==> config.mk <==
export PLATFORM = sky130hd
export DESIGN_NAME = mdu_ctrl
export DESIGN_NICKNAME = d
export VERILOG_FILES = /design/src/rtl/mdu_ctrl_pkg.sv /design/src/rtl/mdu_ctrl.sv
export SDC_FILE = /design/constraint.sdc
export NUM_CORES = 1
export LEC_CHECK = 0
export BUFFER_PORTS_ARGS = -buffer_cell sky130_fd_sc_hd__buf_4
export CORE_MARGIN = 10
export CORE_UTILIZATION = 38
export CTS_BUF_LIST = sky130_fd_sc_hd__clkbuf_16
export DETAILED_ROUTE_END_ITERATION = 16
export PLACE_DENSITY_LB_ADDON = 0.25
export SYNTH_ARGS = -nofsm -noshare
export SYNTH_HDL_FRONTEND = slang
export SYNTH_SLANG_ARGS = --single-unit
export TNS_END_PERCENT = 50
==> constraint.sdc <==
create_clock -name clk -period 1.5 [get_ports clk]
set_input_delay 0.3 -clock clk [delete_from_list [all_inputs] [get_ports clk]]
set_output_delay 0.3 -clock clk [all_outputs]
set_load 0.1 [all_outputs]
==> src/rtl/mdu_ctrl_pkg.sv <==
// rtl/mdu_ctrl_pkg.sv - shared MDU op codes, op type and controller state enum
package mdu_ctrl_pkg;

  localparam int XLEN = 32;

  typedef logic [3:0] mdu_op_t;

  localparam mdu_op_t OP_NONE  = 4'd0;
  localparam mdu_op_t OP_MULT  = 4'd1;
  localparam mdu_op_t OP_MULTU = 4'd2;
  localparam mdu_op_t OP_DIV   = 4'd3;
  localparam mdu_op_t OP_DIVU  = 4'd4;
  localparam mdu_op_t OP_MFHI  = 4'd5;
  localparam mdu_op_t OP_MFLO  = 4'd6;
  localparam mdu_op_t OP_MTHI  = 4'd7;
  localparam mdu_op_t OP_MTLO  = 4'd8;
  localparam mdu_op_t OP_MADD  = 4'd9;
  localparam mdu_op_t OP_MADDU = 4'd10;
  localparam mdu_op_t OP_MSUB  = 4'd11;
  localparam mdu_op_t OP_MSUBU = 4'd12;

  typedef enum logic [1:0] {
    ST_IDLE  = 2'd0,
    ST_WAIT  = 2'd1,
    ST_DRAIN = 2'd2
  } mdu_state_t;

  // Multiply/divide ops that always start the unit.
  function automatic logic is_base_start(mdu_op_t op);
    return (op == OP_MULT) || (op == OP_MULTU) || (op == OP_DIV) || (op == OP_DIVU);
  endfunction

  // Multiply-accumulate family (only meaningful when accumulation is built in).
  function automatic logic is_acc_op(mdu_op_t op);
    return (op == OP_MADD) || (op == OP_MADDU) || (op == OP_MSUB) || (op == OP_MSUBU);
  endfunction

  // The unit only multiplies; accumulation happens at commit, so MADD-family
  // ops are sent as the plain multiply of matching signedness.
  function automatic mdu_op_t issue_op(mdu_op_t op);
    mdu_op_t r;
    case (op)
      OP_MADD, OP_MSUB:   r = OP_MULT;
      OP_MADDU, OP_MSUBU: r = OP_MULTU;
      default:            r = op;
    endcase
    return r;
  endfunction

endpackage

==> src/rtl/mdu_ctrl.sv <==
// rtl/mdu_ctrl.sv - EX-stage controller for the multiply/divide unit; MDU_CTRL_MADD_EN adds MADD/MSUB
module mdu_ctrl
  import mdu_ctrl_pkg::*;
(
  input  logic            clk,
  input  logic            reset,
  input  logic            ex_valid,
  input  mdu_op_t         ex_op,
  input  logic [XLEN-1:0] ex_srcA,
  input  logic [XLEN-1:0] ex_srcB,
  input  logic            flush,
  output logic            ex_stall,
  output logic [XLEN-1:0] rd_data,
  output logic            mdu_in_valid,
  output mdu_op_t         mdu_op,
  output logic [XLEN-1:0] mdu_srcA,
  output logic [XLEN-1:0] mdu_srcB,
  input  logic            mdu_in_ready,
  input  logic            mdu_out_valid,
  output logic            mdu_out_ready,
  input  logic [XLEN-1:0] mdu_hi,
  input  logic [XLEN-1:0] mdu_lo,
  output logic [XLEN-1:0] hi,
  output logic [XLEN-1:0] lo
);

  mdu_state_t      state, state_next;
  logic [XLEN-1:0] hi_next, lo_next;
  logic            start_op, mf_op, mt_op, mdu_class;

`ifdef MDU_CTRL_MADD_EN
  logic acc_q, acc_next, acc_sub_q, acc_sub_next;
`endif

  // Decode the EX op into start / move-from / move-to classes.
  always_comb begin
    start_op = ex_valid && is_base_start(ex_op);
`ifdef MDU_CTRL_MADD_EN
    if (ex_valid && is_acc_op(ex_op)) start_op = 1'b1;
`endif
    mf_op     = ex_valid && ((ex_op == OP_MFHI) || (ex_op == OP_MFLO));
    mt_op     = ex_valid && ((ex_op == OP_MTHI) || (ex_op == OP_MTLO));
    mdu_class = start_op || mf_op || mt_op;
  end

  // Request payload follows EX directly; mdu_in_valid qualifies it.
  always_comb begin
    mdu_op   = issue_op(ex_op);
    mdu_srcA = ex_srcA;
    mdu_srcB = ex_srcB;
  end

  // Next-state, HI/LO update and handshake outputs.
  always_comb begin
    state_next    = state;
    hi_next       = hi;
    lo_next       = lo;
    mdu_in_valid  = 1'b0;
    mdu_out_ready = 1'b0;
    ex_stall      = 1'b0;
    rd_data       = '0;
`ifdef MDU_CTRL_MADD_EN
    acc_next      = acc_q;
    acc_sub_next  = acc_sub_q;
`endif
    case (state)
      ST_IDLE: begin
        if (start_op) begin
          if (!mdu_in_ready) begin
            ex_stall = 1'b1;
          end else if (!flush) begin
            mdu_in_valid = 1'b1;
            state_next   = ST_WAIT;
`ifdef MDU_CTRL_MADD_EN
            acc_next     = is_acc_op(ex_op);
            acc_sub_next = (ex_op == OP_MSUB) || (ex_op == OP_MSUBU);
`endif
          end
        end
        if (mf_op) rd_data = (ex_op == OP_MFHI) ? hi : lo;
        if (mt_op && !flush) begin
          if (ex_op == OP_MTHI) hi_next = ex_srcA;
          else                  lo_next = ex_srcA;
        end
      end
      ST_WAIT: begin
        mdu_out_ready = 1'b1;
        ex_stall      = mdu_class;
        if (mdu_out_valid) begin
          state_next = ST_IDLE;
          if (!flush) begin
`ifdef MDU_CTRL_MADD_EN
            if (acc_q && acc_sub_q)
              {hi_next, lo_next} = {hi, lo} - {mdu_hi, mdu_lo};
            else if (acc_q)
              {hi_next, lo_next} = {hi, lo} + {mdu_hi, mdu_lo};
            else
              {hi_next, lo_next} = {mdu_hi, mdu_lo};
`else
            {hi_next, lo_next} = {mdu_hi, mdu_lo};
`endif
          end
        end else if (flush) begin
          state_next = ST_DRAIN;
        end
      end
      ST_DRAIN: begin
        mdu_out_ready = 1'b1;
        ex_stall      = mdu_class;
        if (mdu_out_valid) state_next = ST_IDLE;
      end
      default: state_next = ST_IDLE;
    endcase
    if (reset) begin
      mdu_in_valid  = 1'b0;
      mdu_out_ready = 1'b0;
      ex_stall      = 1'b0;
      rd_data       = '0;
    end
  end

  // FSM state register.
  always_ff @(posedge clk) begin
    if (reset) state <= ST_IDLE;
    else       state <= state_next;
  end

  // Architectural HI/LO registers.
  always_ff @(posedge clk) begin
    if (reset) begin
      hi <= '0;
      lo <= '0;
    end else begin
      hi <= hi_next;
      lo <= lo_next;
    end
  end

`ifdef MDU_CTRL_MADD_EN
  // Accumulate mode captured at issue, used at completion.
  always_ff @(posedge clk) begin
    if (reset) begin
      acc_q     <= 1'b0;
      acc_sub_q <= 1'b0;
    end else begin
      acc_q     <= acc_next;
      acc_sub_q <= acc_sub_next;
    end
  end
`endif

endmodule

==> impl_results.md <==
- Status: finished with violations
- Failing checks: negative setup slack
- Setup_tns: -46.72 ns
- Hold Fails Final Rpt: 0
- CP startpoint: state[1]
- Maxcap violations: 0
- PortBufs: 240
- Root Driver: clkbuf_16
- Mapped Avg Cell Area: 7.72 um^2
- RSZ-0062 raised after global routing: true
- Max IR drop VDD: 0.476 mV
- CTS tree: done
- Flops & latches, synth: 66
- CP endpoint: ex_stall
- DRC errors left: 0
- Tcrit/Tclk final: 146%
- Die span in y: 126 um
- RR Startpoint: state[1]
- GRT overflow: 0
- Crit-path cells: inv_4 -> ha_4 -> a2111oi_0 -> buf_4 -> nor3_4 -> buf_12
- Library cells used by synthesis: 34
- Post-route ant nets: 0
- Post-DR vias/cell: 5.53
- Worst r2r dst: hi[8]
- First-pass GRT wire length: 30,300 um
- Sw Share: 35.1%
- Rel. slew slack: 65.3%
- Vias in the first global route: 5,487
- Crit end category: output port
- Max H-tree Level: 3
- Combinational share of power: 31.8%
- Clock power share: 38.9%
- CP Launch Type: flop
- P_leak: 3.15 nW
- Largest area contributor in the netlist: dfxtp_1
- Io pins: 305
- Worst slack, placed: -0.500 ns
- CTS Buf Count: 9
- Max Transition Viols Final: 0
- Clock Latency Late Sink: 0.33 ns
- Nets: 904
- Max Freq: 0.456 GHz
- HP Class: in -> reg
- Cells after Synth: 554
- CP max FO: 2
- Final min period: 2.19 ns
- Clk buf depth: 2
- Synth area leaders: dfxtp_1 (31%), a21oi_1 (19%), buf_4 (12%)
- Worst EP required: 1.20 ns
- Area after DPL: 6490 um^2
- Ant diodes: 0
- GRT Total Usage: 23.3%
- Slowest stage delay, CP: 0.49 ns
- Pint: 4.10 mW
- Register-to-register setup slack: -0.47 ns
- Top-area cell type share of the netlist area: 30.9%
- Routability cong.: 0.883
- Via count: 5,012
- Slowest cell on the critical path: a2111oi_0
- Routed Wire Length: 20,400 um
- Worst-Margin Slew: 0.507 ns
- Filler instances: 752
- R2R depth: 12
- CP Class: reg -> out
- Psw: 2.22 mW
- Post-DR wirelength/cell: 22.4 um
- Post-route worst setup slack: -0.691 ns
- Initial DRT Pass Iterations: 4
- Die area: 15,900 um^2
- Initial antenna violation count: 0
- Drt initial violations: 304
- Final setup fails: 102
- Pin count of the biggest net entering global routing: 64
- Flop pwr share: 29.3%
- Fin util: 74.2%
- Initial Util: 39.1%
- Critical Path AT: 1.89 ns
- Cell row count: 38
- Post-Synthesis Cell Area: 4280 um^2
- Worst-path clk slew: 0.06 ns
- Layout area overhead: 89.9%
- Clk sink count: 66
- Die X: 126 um
- Core ar.: 10,900 um^2
- DP Wirelength: 13,200 um
- Pwr per Cell Area: 779 nW/um^2
- Syn nets: 696
- Sequential share of the synthesized area: 30.9%
- Overall Power: 6.32 mW
- Yosys warns: 0
- Clock skew: 0.00621 ns
- Share of layout cells above drive strength 1: 62.1%
- Worst Hold Depth: 3
- Final Cell Area: 8120 um^2
-- synth_stat cells --
cell       count
nor2_1         6
o21ai_2        1
o22ai_1        1
and2_4         1
clkbuf_1      23
a211oi_2      30
ha_1           4
buf_4         66
a21boi_0       2
dfxtp_1       66
a211oi_1      34
and2_1         1
nor2_2         1
nor3_1         2
a31o_4         1
o221a_1        1
nor4bb_1       1
buf_6          4
o21ai_0        2
mux2i_1        2
xor2_1         1
buf_2         23
nand2b_1       1
inv_1          7
nor2b_1       34
a21oi_1      164
or3_1          1
nand4_1        2
a2111oi_0      1
and3_1         1
nand3_1        2
inv_2          1
nand4b_1       1
nand2_1       66
-- cell families (layout without fill, tap and decap cells) --
logic type | count (synthesis) | after routing | share of synthesized area (%)
buffers and inverters | 124 | 335 | 18.1
DFF | 66 | 66 | 30.9
xor gates and xnor gates | 1 | 1 | 0.205
AOI/OAI and AO/OA | 237 | 237 | 35.8
muxes | 2 | 2 | 0.468
and+or+nand+nor | 120 | 122 | 13.4
adders and majority gates | 4 | 4 | 1.17
-- sequential cells by signal, indices dropped and copies added, names as in the netlist --
| name | count |
|---|---|
| hi | 32 |
| state | 2 |
| lo | 32 |
-- worst max-delay path, delay by kind of cell, from the launching register on --
| family | cells | cell delay [ns] |
|---|---|---|
| flops | 1 | 0.35 |
| buf+inv | 3 | 0.44 |
| compound gates | 1 | 0.49 |
| simple gates | 1 | 0.05 |
| fa+ha+maj | 1 | 0.24 |
-- placed cells by master (no fill, tap or decap), types with 2 or more instances in the layout --
| master | netlist | layout |
|---|---|---|
| a211oi_1 | 34 | 18 |
| a211oi_2 | 30 | 46 |
| a21boi_4 | 0 | 2 |
| a21oi_1 | 164 | 106 |
| a21oi_2 | 0 | 22 |
| a21oi_4 | 0 | 36 |
| and2_4 | 1 | 4 |
| buf_12 | 0 | 53 |
| buf_16 | 0 | 5 |
| buf_4 | 66 | 236 |
| buf_6 | 4 | 12 |
| bufbuf_16 | 0 | 3 |
| bufinv_16 | 0 | 3 |
| clkbuf_16 | 0 | 11 |
| clkinvlp_4 | 0 | 2 |
| dfxtp_1 | 66 | 60 |
| dfxtp_2 | 0 | 6 |
| ha_1 | 4 | 2 |
| ha_4 | 0 | 2 |
| inv_1 | 7 | 4 |
| inv_2 | 1 | 2 |
| inv_4 | 0 | 2 |
| nand2_1 | 66 | 66 |
| nand4_1 | 2 | 2 |
| nor2_1 | 6 | 3 |
| nor2_4 | 0 | 3 |
| nor2b_1 | 34 | 21 |
| nor2b_2 | 0 | 11 |
| nor2b_4 | 0 | 2 |
| nor3_4 | 0 | 2 |
| o21ai_4 | 0 | 2 |
-- metrics by stage --
stage / cells / hold WS (ns)
final: 907 / 0.325
after global routing: 907 / 0.322
after CTS: 903 / 0.314
after detailed placement: 866 / 0.531
after global placement: 866 / 0.512
after floorplan: 554 / 0.460
-- repair_timing --
| item | 4_1_cts | 5_1_grt |
|---|---|---|
| gates cloned | 11 | 2 |
| pin swaps | 49 | 24 |
| endpoints found under the setup margin | 104 | 104 |
| setup buffers | 11 | 5 |
| resized for setup | 163 | 55 |
| hold endpoints to repair | 0 | 0 |
| hold buffers | 0 | 0 |
-- per-layer routing --
layer  vias up  GRT usage [%]  wire, um  part of all wire (%)
met5         -              0         0                     0
met4         0           7.77       391                   1.9
met3        40           7.97      1550                   7.6
met2       235           41.3     10600                    52
met1      2414           25.3      7850                    39
li1       2323              -         -                     -
-- how the worst min path moves through the flow --
| stage | start | to | slack [ns] |
|---|---|---|---|
| after floorplan | state[1] | state[1] | 0.46 |
| after global placement | hi[22] | hi[22] | 0.51 |
| after detailed placement | hi[24] | hi[24] | 0.53 |
| after CTS | mdu_hi[0] | hi[0] | 0.31 |
| after global routing | mdu_lo[30] | lo[30] | 0.32 |
| final | mdu_hi[0] | hi[0] | 0.32 |
-- final cells by class --
cell class	instances	area, um^2	share of cell area, %
repair buffers	311	3250	40.1
multi-input cells	366	2980	36.7
flip-flops and latches	66	1330	16.4
clock buffers	9	225	2.77
well taps	140	175	2.16
clock inverters	7	118	1.45
inverters	8	35.0	0.432
-- power groups by stage --
stage / Combinational, mW / Clock (mW) / Sequential [mW]
after global placement: 1.75 / 0 / 1.88
after global routing: 2.08 / 2.57 / 1.86
after detailed placement: 1.77 / 0 / 1.89
after CTS: 1.94 / 2.47 / 1.85
final: 2.01 / 2.46 / 1.85
after floorplan: 1.32 / 0 / 2.23
Note: power is estimated with default switching activity, not from simulation.
